===== src/rtl/loader_pkg.sv =====
// Shared definitions for the boot-time instruction loader: FSM state encoding
// and the default start-of-frame marker.
package loader_pkg;

  typedef enum logic [2:0] {
    ST_IDLE = 3'd0,
    ST_LEN0 = 3'd1,
    ST_LEN1 = 3'd2,
    ST_DATA = 3'd3,
    ST_CHK  = 3'd4,
    ST_DONE = 3'd5,
    ST_ERR  = 3'd6
  } state_t;

  localparam logic [7:0] SOF_DEFAULT = 8'hA5;

endpackage


===== src/rtl/word_assembler.sv =====
// Collects four stream bytes into one little-endian 32-bit word; the first
// byte of a word lands in [7:0].
module word_assembler (
  input  logic        clk,
  input  logic        rst_n,
  input  logic [7:0]  byte_i,
  input  logic        strobe_i,
  input  logic        clear_i,
  output logic [31:0] word_o,
  output logic        word_valid_o
);

  logic [1:0]  cnt_q, cnt_d;
  logic [23:0] sr_q, sr_d;

  // The 4th byte is merged combinationally so the parent can register the
  // finished word on the same edge that accepts that byte.
  assign word_o       = {byte_i, sr_q};
  assign word_valid_o = strobe_i && (cnt_q == 2'd3);

  always_comb begin
    cnt_d = cnt_q;
    sr_d  = sr_q;
    if (clear_i) begin
      cnt_d = 2'd0;
    end else if (strobe_i) begin
      cnt_d = cnt_q + 2'd1;
      sr_d  = {byte_i, sr_q[23:8]};
    end
  end

  always_ff @(posedge clk) begin
    if (!rst_n) begin
      cnt_q <= 2'd0;
    end else begin
      cnt_q <= cnt_d;
    end
  end

  always_ff @(posedge clk) begin
    sr_q <= sr_d;
  end

endmodule


===== src/rtl/inst_loader.sv =====
// Framed byte-stream program loader: writes 32-bit words into instruction
// memory and holds the core in reset until a frame's checksum is verified.
module inst_loader
  import loader_pkg::*;
#(
  parameter logic [31:0] BASE_ADDR = 32'h0000_0000,
  parameter int          MAX_WORDS = 1024,
  parameter logic [7:0]  SOF_BYTE  = SOF_DEFAULT
) (
  input  logic        clk,
  input  logic        rst_n,
  input  logic [7:0]  in_data,
  input  logic        in_valid,
  output logic        in_ready,
  output logic        load_en,
  output logic [31:0] Inst_addr_load,
  output logic [31:0] Inst_load,
  output logic        core_rst_n,
  output logic        busy,
  output logic        done,
  output logic        err
);

  localparam logic [15:0] MAX_W16 = 16'(MAX_WORDS);

  state_t      state_q, state_d;
  logic        in_ready_q;
  logic [15:0] len_q;
  logic [15:0] idx_q;
  logic [7:0]  xor_q;
  logic        load_en_q;
  logic [31:0] addr_q;
  logic [31:0] data_q;
  logic        busy_q, done_q, err_q, core_rst_n_q;

  logic        acc;
  logic        sof_acc;
  logic        data_strobe;
  logic [15:0] len_n;
  logic        last_word;
  logic [31:0] word;
  logic        word_valid;

  assign acc         = in_valid && in_ready_q;
  assign data_strobe = acc && (state_q == ST_DATA);
  assign len_n       = {in_data, len_q[7:0]};
  assign last_word   = (idx_q == (len_q - 16'd1));

  word_assembler u_asm (
    .clk          (clk),
    .rst_n        (rst_n),
    .byte_i       (in_data),
    .strobe_i     (data_strobe),
    .clear_i      (sof_acc),
    .word_o       (word),
    .word_valid_o (word_valid)
  );

  always_comb begin
    state_d = state_q;
    sof_acc = 1'b0;
    unique case (state_q)
      ST_IDLE, ST_DONE, ST_ERR: begin
        if (acc && (in_data == SOF_BYTE)) begin
          state_d = ST_LEN0;
          sof_acc = 1'b1;
        end
      end
      ST_LEN0: if (acc) state_d = ST_LEN1;
      ST_LEN1: begin
        if (acc) begin
          if (len_n > MAX_W16)      state_d = ST_ERR;
          else if (len_n == 16'd0) state_d = ST_CHK;
          else                     state_d = ST_DATA;
        end
      end
      ST_DATA: if (word_valid && last_word) state_d = ST_CHK;
      ST_CHK: begin
        if (acc) state_d = (in_data == xor_q) ? ST_DONE : ST_ERR;
      end
      default: state_d = ST_IDLE;
    endcase
  end

  always_ff @(posedge clk) begin
    if (!rst_n) begin
      state_q      <= ST_IDLE;
      in_ready_q   <= 1'b0;
      len_q        <= 16'd0;
      idx_q        <= 16'd0;
      xor_q        <= 8'd0;
      load_en_q    <= 1'b0;
      addr_q       <= 32'd0;
      data_q       <= 32'd0;
      busy_q       <= 1'b0;
      done_q       <= 1'b0;
      err_q        <= 1'b0;
      core_rst_n_q <= 1'b0;
    end else begin
      state_q    <= state_d;
      in_ready_q <= 1'b1;
      load_en_q  <= word_valid;
      if (word_valid) begin
        addr_q <= BASE_ADDR + {14'd0, idx_q, 2'b00};
        data_q <= word;
        idx_q  <= idx_q + 16'd1;
      end
      if (sof_acc) begin
        idx_q <= 16'd0;
        xor_q <= 8'd0;
      end else if (acc && (state_q inside {ST_LEN0, ST_LEN1, ST_DATA})) begin
        xor_q <= xor_q ^ in_data;
      end
      if (acc && (state_q == ST_LEN0)) len_q[7:0]  <= in_data;
      if (acc && (state_q == ST_LEN1)) len_q[15:8] <= in_data;
      // Flags decode the next state so they rise together with the transition.
      busy_q       <= state_d inside {ST_LEN0, ST_LEN1, ST_DATA, ST_CHK};
      done_q       <= (state_d == ST_DONE);
      err_q        <= (state_d == ST_ERR);
      core_rst_n_q <= (state_d == ST_DONE);
    end
  end

  assign in_ready       = in_ready_q;
  assign load_en        = load_en_q;
  assign Inst_addr_load = addr_q;
  assign Inst_load      = data_q;
  assign core_rst_n     = core_rst_n_q;
  assign busy           = busy_q;
  assign done           = done_q;
  assign err            = err_q;

endmodule


===== config.mk =====
export PLATFORM = sky130hd
export DESIGN_NAME = inst_loader
export DESIGN_NICKNAME = d
export VERILOG_FILES = /design/src/rtl/loader_pkg.sv /design/src/rtl/word_assembler.sv /design/src/rtl/inst_loader.sv
export SDC_FILE = /design/constraint.sdc
export NUM_CORES = 1
export LEC_CHECK = 0
export BUFFER_PORTS_ARGS = -buffer_cell sky130_fd_sc_hd__buf_2
export CAP_MARGIN = 20
export CORE_MARGIN = 2
export CORE_UTILIZATION = 30
export CTS_CLUSTER_DIAMETER = 50
export DETAILED_ROUTE_END_ITERATION = 8
export PLACE_DENSITY = 0.44
export REMOVE_ABC_BUFFERS = 1
export SYNTH_ARGS = -nofsm -noshare
export SYNTH_HDL_FRONTEND = slang
export SYNTH_SLANG_ARGS = --single-unit

===== constraint.sdc =====
create_clock -name clk -period 4.45 [get_ports clk]
set_input_delay 0.89 -clock clk [delete_from_list [all_inputs] [get_ports clk]]
set_output_delay 0.89 -clock clk [all_outputs]
set_load 0.02 [all_outputs]

Yosys cells after proc, flatten, opt, wreduce, memory -nomap -nowiden
Index checks and enable logic that the tools add are counted. Widths: inputs -> output; s select.

Register bits after elaboration: 122. Logic and storage cells: 64. Output and inout bits: 70. Input port bits: 11.

Bitwise logic cells: 3. Reduce and logical (&&, ||, !) cells: 15. Add/sub/neg operators: 3. Equal/unequal tests: 16. Order comparisons: 1. Muxes and demuxes: 12.

Operator list (count): $mux 3 (7); $eq 3x3->1 const B (6); $add 16x1->16 const B (1); $eq 16x16->1 (1); $gt 16x11->1 const B (1); $logic_not 16->1 (1); $sub 16x1->16 const B (1); $pmux 3 s5 (1); $eq 3x2->1 const B (4); $eq 8x8->1 (1); $eq 8x8->1 const B (1); $logic_and 1x1->1 (8); $xor 8x8->8 (1); $eq 3x1->1 const B (2); $reduce_bool 4->1 (1); $logic_not 3->1 (1); $mux 1 (3); $reduce_bool 3->1 (1); $reduce_or 3->1 (1); $add 2x1->2 const B (1); $eq 2x2->1 const B (1); $mux 2 (1); $not 1->1 (2); $reduce_and 2->1 (1); $reduce_or 2->1 (1).

Logic depth before layout (Yosys ltp)
Gate-level depths: netlist (run 1).

Word-level depth: 8. Depth in mapped cells: 10.

Hierarchy
Synthesis (run 1) repeated with hierarchy kept, for this count alone.

Cells, all modules: 560. Area, all modules: 5451.5 µm².

By module, submodules not included: inst_loader (seq. area each 1921.8 µm², cells an instance 518, area each 4573.1 µm², times used 1); word_assembler (seq. area each 760.7 µm², cells an instance 42, area each 878.3 µm², times used 1).

Worst setup path before layout (run 1)
Ideal clock, no wire load.

Kind: input port to flip-flop. Start: in in_valid. End: reg u_asm.cnt_q[1]. Arrival: 2.580 ns. Stages: 4. Setup slack: 1.749 ns. Library setup time: 0.121 ns. Data required time: 4.329 ns. Path through: nand3_1 > nor2_1 > mux2i_1 > nor2_1.

Longest elaborated chain between the ends: 5.

Ends and longest elaborated chain: from (decl) (RTL line inst_loader.sv:13) `input logic in_valid,`; $logic_and 1x1->1 (*) (RTL line inst_loader.sv:44) `assign acc = in_valid && in_ready_q;`; $logic_and 1x1->1 (RTL line inst_loader.sv:64) `if (acc && (in_data == SOF_BYTE)) begin`; $mux 1 (RTL line inst_loader.sv:64); $mux 1 (RTL line inst_loader.sv:62) `unique case (state_q)`; $reduce_or 2->1 (no line); to (signal assigned) (RTL line word_assembler.sv:36) `cnt_q <= cnt_d;`; to (decl) (RTL line word_assembler.sv:13) `logic [1:0] cnt_q, cnt_d;`.

Mark *: on every way between the ends. The rest lies on a longest branch, timed or not. A chain may end at the register's enable or synchronous reset.

Worst setup path in the final report (run 1)
Start: reg len_q[0]. End: reg err_q, in the netlist err.

Longest elaborated chain between the ends: 6.

Ends and longest elaborated chain: from (decl) (RTL line inst_loader.sv:28) `logic [15:0] len_q;`; from (signal assigned) (RTL line inst_loader.sv:114) `if (acc && (state_q == ST_LEN0)) len_q[7:0] <= in_data;`; $sub 16x1->16 or $logic_not 16->1 (tied branches) (RTL line inst_loader.sv:47, inst_loader.sv:73); $eq 16x16->1 or $mux 3 (tied branches) (RTL line inst_loader.sv:47, inst_loader.sv:73); $logic_and 1x1->1 or $mux 3 (tied branches) (RTL line inst_loader.sv:77, inst_loader.sv:72); $mux 3 (on tied branches) (RTL line inst_loader.sv:77, inst_loader.sv:71); $pmux 3 s5 (*) (RTL line inst_loader.sv:62); $eq 3x3->1 (*) (RTL line inst_loader.sv:119) `err_q <= (state_d == ST_ERR);`; to (signal assigned) (RTL line inst_loader.sv:119); to (decl) (RTL line inst_loader.sv:34) `logic busy_q, done_q, err_q, core_rst_n_q;`.

Marks and branches as above.

==> impl_metrics.yaml, run 1 <==
detailed_routing:
  drtIter0Drc: 185
  drtPass1Iterations: 4
  vias: 4023
  post-route-drc-count: 0
  postRouteAntennaNets: 0
  viasPerCell: 4.59
  wl_per_cell_um: 14.3
  routed_wirelength_mm: 12.5
final_layout:
  num_antenna_cells: 0
  post_route_cells_drive_above_1_share: 0.181
  area_growth_pct: 18.7
  fin_util: 0.362
  multiInputGateArea_um2: 2520
  number_of_inserted_filler_cells_in_the_final_layout: 1834
  register_area_um2: 2680
  final_nets: 648
clocking:
  clkSlewWorstSetupHoldPaths_ns: 0.06
  number_of_resized_instances_in_the_post_cts_repair_step: 0
  post_cts.repair.setup_buffers: 0
  cts-buffers-inserted: 17
  clock_path_buffers: 2
  cts_tree: "yes"
  clk_root_buffer_cell: "sky130_fd_sc_hd__clkbuf_16"
  post_cts_hold_buffer_count: 0
  number_of_sinks_on_the_clock_net: 122
  clock_tree.htree_level_count: 4
  clock_insertion_delay_worst_skew_ns: 0.42
placed_design:
  gp_routability_congestion: 0.840
  io_buffer_count: 64
  place.detailed.hpwl_mm: 8.27
power:
  sw_frac_of_total: 0.213
  p_leak_nw: 2.46
  irDropWorstVdd_mv: 0.226
  power.share.clock: 0.553
  p_comb_frac: 0.022
  power_frac_seq: 0.425
  power.density_cell_area_nw_per_um2: 407
  cellInternalPower_mw: 2.08
  switching_power_mw: 0.565
synth:
  syn_inst: 582
  synth_top_cell_by_area: "sky130_fd_sc_hd__dfxtp_1"
  synth_ff_type: "sky130_fd_sc_hd__dfxtp_1"
  ys.warnings.count: 0
  syn_area_um2: 5480
  synth_cell_type_count: 63
  synth-async-reset-ratio: 0
  yosys-top-cells-area: "sky130_fd_sc_hd__dfxtp_1 36%, sky130_fd_sc_hd__edfxtp_1 13%, sky130_fd_sc_hd__nand2_1 8.6%"
  synth_enable_flop_cells: 24
  synth.top_cell.area_share: 0.358
  synth-seq-cells: 122
  proportion_of_synthesized_chip_area_in_sequential_cells: 0.489
  average_instance_area_after_synthesis_um2: 9.42
die:
  initial_core_util: 0.305
  floorplan.die.width_um: 139
  ioPinCount: 81
  floorplan.die.height_um: 139
  core_um2: 18000
  rows: 49
  floorplan.die_area_um2: 19400
global_routing:
  antenna_violations_before_repair: 0
  grt.total_usage: 0.135
  first_global_vias: 3913
  pin_count_of_the_biggest_net_entering_global_routing: 71
  globalRoute.totalOverflow: 0
  wire_length_of_the_first_global_routing_pass_mm: 20.6
worst_setup_path:
  path_max_fanout: 8
  worst_path_dominant_cell_family: "simple AND/OR/NAND/NOR gates"
  timing.critical_path.to_type: "flop"
  cp_cell_sequence: "inv_1 > ha_1 > nor4b_4 > nand3_2 > or3b_1 > a31o_1 > a2111o_1 > o21ai_2 > nand2_1 > a211oi_2"
  cp-start-kind: "flop"
  arrival_ns: 3.41
  critPathSlowestCell: "sky130_fd_sc_hd__nor4b_4"
  critical_path_buf_inv_count: 1
  crit_required_ns: 4.78
  timing.critical_path.from: "len_q[0]$_SDFFE_PN0P_"
  worstSetupPathType: "reg2reg"
  worst_flop_to_flop_path_startpoint: "len_q[0]$_SDFFE_PN0P_"
  timing.critical_path.slowest_cell_delay_ns: 0.47
sta:
  setup_viol_count_final: 0
  timing_worst_slew_pin_value_ns: 0.951
  hold_viol_final: 0
  final_period_minus_worst_setup_slack_ns: 3.08
  fin_hold_ws_ns: 0.449
  fin_worst_skew_ns: 0.00571
  setup_tns_ns: 0
  worst_slew_margin_rel: 0.349
  finalMaxSlewViolations: 0
  achievable-frequency_ghz: 0.325
  period_share: 0.691
  rsz0062_at_grt: "no"
job:
  max_cap_violations: 0
hold_path:
  min_from: "u_asm.sr_q[22]$_DFFE_PP_"
  classification_of_the_worst_slack_hold_path: "reg2reg"
run_status:
  status: "finished, final reports clean"
==> worst register-to-register path: stages (launching register included) <==
cell                       delay, ns
sky130_fd_sc_hd__dfxtp_1        0.35
sky130_fd_sc_hd__inv_1          0.07
sky130_fd_sc_hd__ha_1           0.23
sky130_fd_sc_hd__nor4b_4        0.47
sky130_fd_sc_hd__nand3_2        0.20
sky130_fd_sc_hd__or3b_1         0.43
sky130_fd_sc_hd__a31o_1         0.24
sky130_fd_sc_hd__a2111o_1       0.45
sky130_fd_sc_hd__o21ai_2        0.22
sky130_fd_sc_hd__nand2_1        0.11
sky130_fd_sc_hd__a211oi_2       0.22
==> power groups by stage <==
| stage | registers [mW] | logic, mW | clock network, mW |
|---|---|---|---|
| detailed placement | 1.15 | 0.0594 | 0 |
| floorplan | 1.15 | 0.0287 | 0 |
| CTS | 1.12 | 0.0597 | 1.50 |
| global placement | 1.15 | 0.0596 | 0 |
| global route | 1.12 | 0.0640 | 1.54 |
| finish | 1.13 | 0.0588 | 1.46 |
==> cells in the mapped netlist (2+ instances only) <==
master,count
sky130_fd_sc_hd__o21ai_0,5
sky130_fd_sc_hd__ha_1,3
sky130_fd_sc_hd__or4_1,4
sky130_fd_sc_hd__nor4_1,4
sky130_fd_sc_hd__dfxtp_1,98
sky130_fd_sc_hd__mux2i_1,18
sky130_fd_sc_hd__a21oi_1,11
sky130_fd_sc_hd__and2_1,2
sky130_fd_sc_hd__nor2_1,40
sky130_fd_sc_hd__xnor2_1,14
sky130_fd_sc_hd__nor3b_1,4
sky130_fd_sc_hd__inv_1,8
sky130_fd_sc_hd__nand4_1,4
sky130_fd_sc_hd__nor2b_1,17
sky130_fd_sc_hd__or3_1,5
sky130_fd_sc_hd__buf_4,18
sky130_fd_sc_hd__edfxtp_1,24
sky130_fd_sc_hd__xor2_1,35
sky130_fd_sc_hd__clkbuf_1,29
sky130_fd_sc_hd__nand3b_1,4
sky130_fd_sc_hd__nor3_1,3
sky130_fd_sc_hd__and4_1,3
sky130_fd_sc_hd__nand3_1,11
sky130_fd_sc_hd__a22oi_1,2
sky130_fd_sc_hd__a31oi_1,2
sky130_fd_sc_hd__a21boi_0,50
sky130_fd_sc_hd__nand2_1,126
sky130_fd_sc_hd__buf_6,2
sky130_fd_sc_hd__and3_1,2
==> final timing paths <==
path,end,slack (ns),cells after the start
setup / recovery,err$_SDFF_PN0_,1.37,10
hold / removal,u_asm.sr_q[14]$_DFFE_PP_,0.45,0
setup reg to reg,err$_SDFF_PN0_,1.37,10
hold reg to reg,u_asm.sr_q[14]$_DFFE_PP_,0.45,0
==> layout by cell type, fill, tap and decap left out, types with 3 or more instances in the layout <==
cell,count
sky130_fd_sc_hd__nor3_1,3
sky130_fd_sc_hd__clkinv_4,3
sky130_fd_sc_hd__nor2b_1,17
sky130_fd_sc_hd__a21boi_0,50
sky130_fd_sc_hd__nor3b_1,4
sky130_fd_sc_hd__ha_1,3
sky130_fd_sc_hd__nor4_1,4
sky130_fd_sc_hd__clkbuf_16,17
sky130_fd_sc_hd__or3_1,5
sky130_fd_sc_hd__conb_1,16
sky130_fd_sc_hd__inv_1,8
sky130_fd_sc_hd__xnor2_1,14
sky130_fd_sc_hd__buf_2,64
sky130_fd_sc_hd__inv_6,3
sky130_fd_sc_hd__nand3_1,11
sky130_fd_sc_hd__or4_1,4
sky130_fd_sc_hd__nor2_1,39
sky130_fd_sc_hd__edfxtp_1,24
sky130_fd_sc_hd__bufinv_16,4
sky130_fd_sc_hd__xor2_1,35
sky130_fd_sc_hd__nand3b_1,4
sky130_fd_sc_hd__mux2i_1,18
sky130_fd_sc_hd__buf_4,6
sky130_fd_sc_hd__o21ai_0,5
sky130_fd_sc_hd__a21oi_1,11
sky130_fd_sc_hd__nand4_1,4
sky130_fd_sc_hd__dfxtp_1,98
sky130_fd_sc_hd__nand2_1,126
==> cell type report <==
cell class / instances / area share
Timing Repair Buffer: 70 / 0.0561
Sequential cell: 122 / 0.412
Multi-Input combinational cell: 415 / 0.387
Clock inverter: 13 / 0.0296
Clock buffer: 19 / 0.0665
Tap cell: 229 / 0.0440
Inverter: 8 / 0.00461
==> logic make-up after synthesis <==
kind of cell,share of synthesized area
flops,0.489
fa+ha+maj,0.00867
simple gates,0.211
mux,0.0349
compound gates,0.115
buf+inv,0.0625
xor+xnor,0.0783
other cells,0.000684
==> flip-flops by register name, indices dropped and copies added (netlist names) <==
register,flops
state_q,3
u_asm.sr_q,24
u_asm.cnt_q,2
Inst_addr_load,16
in_ready,1
Inst_load,32
core_rst_n,1
err,1
len_q,16
xor_q,8
idx_q,16
busy,1
load_en,1
==> stage by stage <==
stage | setup slack [ns] | area [µm²] | power (mW) | std cells
after floorplan | 0.907 | 5230 | 1.18 | 545
after CTS | 1.35 | 6510 | 2.69 | 876
after global routing | 1.19 | 6510 | 2.73 | 876
after global placement | 1.22 | 5880 | 1.21 | 844
after detailed placement | 1.08 | 5880 | 1.21 | 844
final | 1.37 | 6510 | 2.65 | 876
==> metal layers <==
metal / GRT usage / routed length [µm] / up-vias
li1: - / - / 2027
met1: 0.175 / 6160 / 1898
met2: 0.213 / 5680 / 79
met3: 0.0366 / 437 / 19
met4: 0.0569 / 273 / 0
met5: 0 / 0 / -
No activity file was read; power rests on OpenSTA's default activity.
==> inputs of run 2 (changes only) <==
clock period = 3.1 ns   (was 4.45 ns; I/O delays follow)
==> run 2 against run 1 <==
Effect of this change:
- sequential power up 43%
- critical path depth increased by 1
- first-iteration DRC count increased by 11%
- worst setup slack worse by 1.1 ns
- die area stayed put
- design area is 0.40% higher
- maximum frequency rose by 9.1%
- utilization is 0.15 points higher
- highest routed layer unchanged
- largest power group unchanged
- routed wire length about the same
- cell count rose by 0.80%
- register-to-register slack worse by 1.1 ns
- critical endpoint is now state_q[0]$_SDFF_PN0_
- via count rose by 0.60%
==> impl_metrics.yaml, run 2 (synthesis gave the netlist of run 1 again) <==
run_status:
  status: "finished, final reports clean"
sta:
  timing_worst_slew_pin_value_ns: 0.681
  final_period_minus_worst_setup_slack_ns: 2.82
  fin_worst_skew_ns: 0.0103
  worst_slew_margin_rel: 0.546
  finalMaxSlewViolations: 0
  hold_viol_final: 0
  achievable-frequency_ghz: 0.355
  fin_hold_ws_ns: 0.446
  rsz0062_at_grt: "no"
  period_share: 0.910
  setup_viol_count_final: 0
final_layout:
  num_antenna_cells: 0
  layout.cells.non_filler: 883
  area_growth_pct: 19.2
  top_library_cells_by_usage_in_the_layout_fill_and_taps_aside: "126 x sky130_fd_sc_hd__nand2_1, 98 x sky130_fd_sc_hd__dfxtp_1, 64 x sky130_fd_sc_hd__buf_2"
  most_frequent_standard_cell_in_the_layout_excluding_fill_and_tap_cells: "sky130_fd_sc_hd__nand2_1"
  finish.instance_area_um2: 6530
  largest_register_ff_count: 32
  post_route_cells_drive_above_1_share: 0.191
  final_nets: 655
worst_setup_path:
  path_max_fanout: 6
  worst_flop_to_flop_path_startpoint: "len_q[0]$_SDFFE_PN0P_"
  critical_path.reg2reg.endpoint: "state_q[0]$_SDFF_PN0_"
  reg2reg_slack_ns: 0.28
  timing.reg2reg.worst_path_depth: 11
  crit_required_ns: 3.41
  cp-start-kind: "flop"
  timing.critical_path.to_type: "flop"
  worstSetupPathType: "reg2reg"
  arrival_ns: 3.13
die:
  floorplan.die.height_um: 139
  floorplan.die_area_um2: 19400
  floorplan.die.width_um: 139
  rows: 49
  ioPinCount: 81
  core_um2: 18000
  initial_core_util: 0.305
clocking:
  number_of_sinks_on_the_clock_net: 122
  cts_tree: "yes"
  clkSlewWorstSetupHoldPaths_ns: 0.06
  cts-buffers-inserted: 17
  clock_path_buffers: 2
  clock_insertion_delay_worst_skew_ns: 0.42
  clock_tree.htree_level_count: 4
  clk_root_buffer_cell: "sky130_fd_sc_hd__clkbuf_16"
hold_path:
  hold-path-cell-count: 0
  classification_of_the_worst_slack_hold_path: "reg2reg"
  min_from: "u_asm.sr_q[13]$_DFFE_PP_"
  min_to: "u_asm.sr_q[5]$_DFFE_PP_"
job:
  max_cap_violations: 0
power:
  irDropWorstVdd_mv: 0.346
  power.density_cell_area_nw_per_um2: 561
  post-layout-total-power_mw: 3.66
  p_leak_nw: 2.47
detailed_routing:
  wl_per_cell_um: 14.2
  vias: 4047
  drtIter0Drc: 205
  postRouteAntennaNets: 0
  viasPerCell: 4.58
  routed_wirelength_mm: 12.5
  drtPass1Iterations: 4
  post-route-drc-count: 0
global_routing:
  pin_count_of_the_biggest_net_entering_global_routing: 71
  first_global_vias: 3881
  globalRoute.totalOverflow: 0
  wire_length_of_the_first_global_routing_pass_mm: 20.6
  grt.total_usage: 0.135
  antenna_violations_before_repair: 0
placed_design:
  placed_cells: 848
  place_area_um2: 5920
  place.detailed.hpwl_mm: 8.20
  gp_routability_congestion: 0.815
  io_buffer_count: 64
-- run 2: cell types whose count changed in the layout (fill, tap and decap cells not counted), sizes merged --
cell	change
buf	+7
bufinv	-2
clkinvlp	+2
-- run 2: how the worst max path moves through the flow --
stage	from	end	cells after the start
6_report	len_q[0]$_SDFFE_PN0P_	state_q[0]$_SDFF_PN0_	11
5_1_grt	len_q[0]$_SDFFE_PN0P_	state_q[0]$_SDFF_PN0_	11
4_1_cts	len_q[0]$_SDFFE_PN0P_	state_q[0]$_SDFF_PN0_	10
3_5_place_dp	len_q[0]$_SDFFE_PN0P_	state_q[0]$_SDFF_PN0_	10
3_3_place_gp	len_q[0]$_SDFFE_PN0P_	state_q[0]$_SDFF_PN0_	10
2_1_floorplan	state_q[0]$_SDFF_PN0_	state_q[0]$_SDFF_PN0_	8
-- run 2: cell type report --
class / count / area [µm²]
well taps: 229 / 287
fillers: 1833 / 11400
inverters: 8 / 30.0
multi-input cells: 415 / 2520
clock inverters: 13 / 144
clock buffers: 19 / 443
repair buffers: 77 / 430
flip-flops and latches: 122 / 2680
-- run 2: power by group --
part / internal (mW) / switching, mW
sequential: 1.61 / 0.00124
combinational: 0.0258 / 0.0646
clock: 1.21 / 0.749
total: 2.85 / 0.815
-- run 2: routing by layer --
metal	track usage	vias to the layer above	routed length, µm
met5	0	-	0
met4	0.0537	0	198
met3	0.0404	15	442
met2	0.217	68	5830
met1	0.171	1922	6080
li1	-	2042	-
-- run 2: critical path: stages, from the launching register on --
cell and delay, ns:
sky130_fd_sc_hd__dfxtp_1 0.35, sky130_fd_sc_hd__inv_1 0.07, sky130_fd_sc_hd__ha_1 0.22, sky130_fd_sc_hd__nor4b_4 0.21
sky130_fd_sc_hd__buf_4 0.18, sky130_fd_sc_hd__nand3_2 0.10, sky130_fd_sc_hd__or3b_1 0.40, sky130_fd_sc_hd__a31o_1 0.22
sky130_fd_sc_hd__a2111o_1 0.44, sky130_fd_sc_hd__o21ai_2 0.24, sky130_fd_sc_hd__nand2_1 0.12, sky130_fd_sc_hd__and2_1 0.18
-- run 2: what timing repair did --
action | in CTS | in global routing
setup buffers | 0 | 3
gates resized for setup | 0 | 0
hold buffers | 0 | 0
setup endpoints to repair | 0 | 4
-- run 2: metrics by stage --
step                setup slack, ns  setup TNS [ns]  utilization
floorplan                    -0.278           -1.33            -
global placement              0.204               0        0.330
detailed placement           0.0903               0        0.330
CTS                          0.0920               0        0.362
global route                 0.0923               0        0.364
finish                        0.280               0        0.364
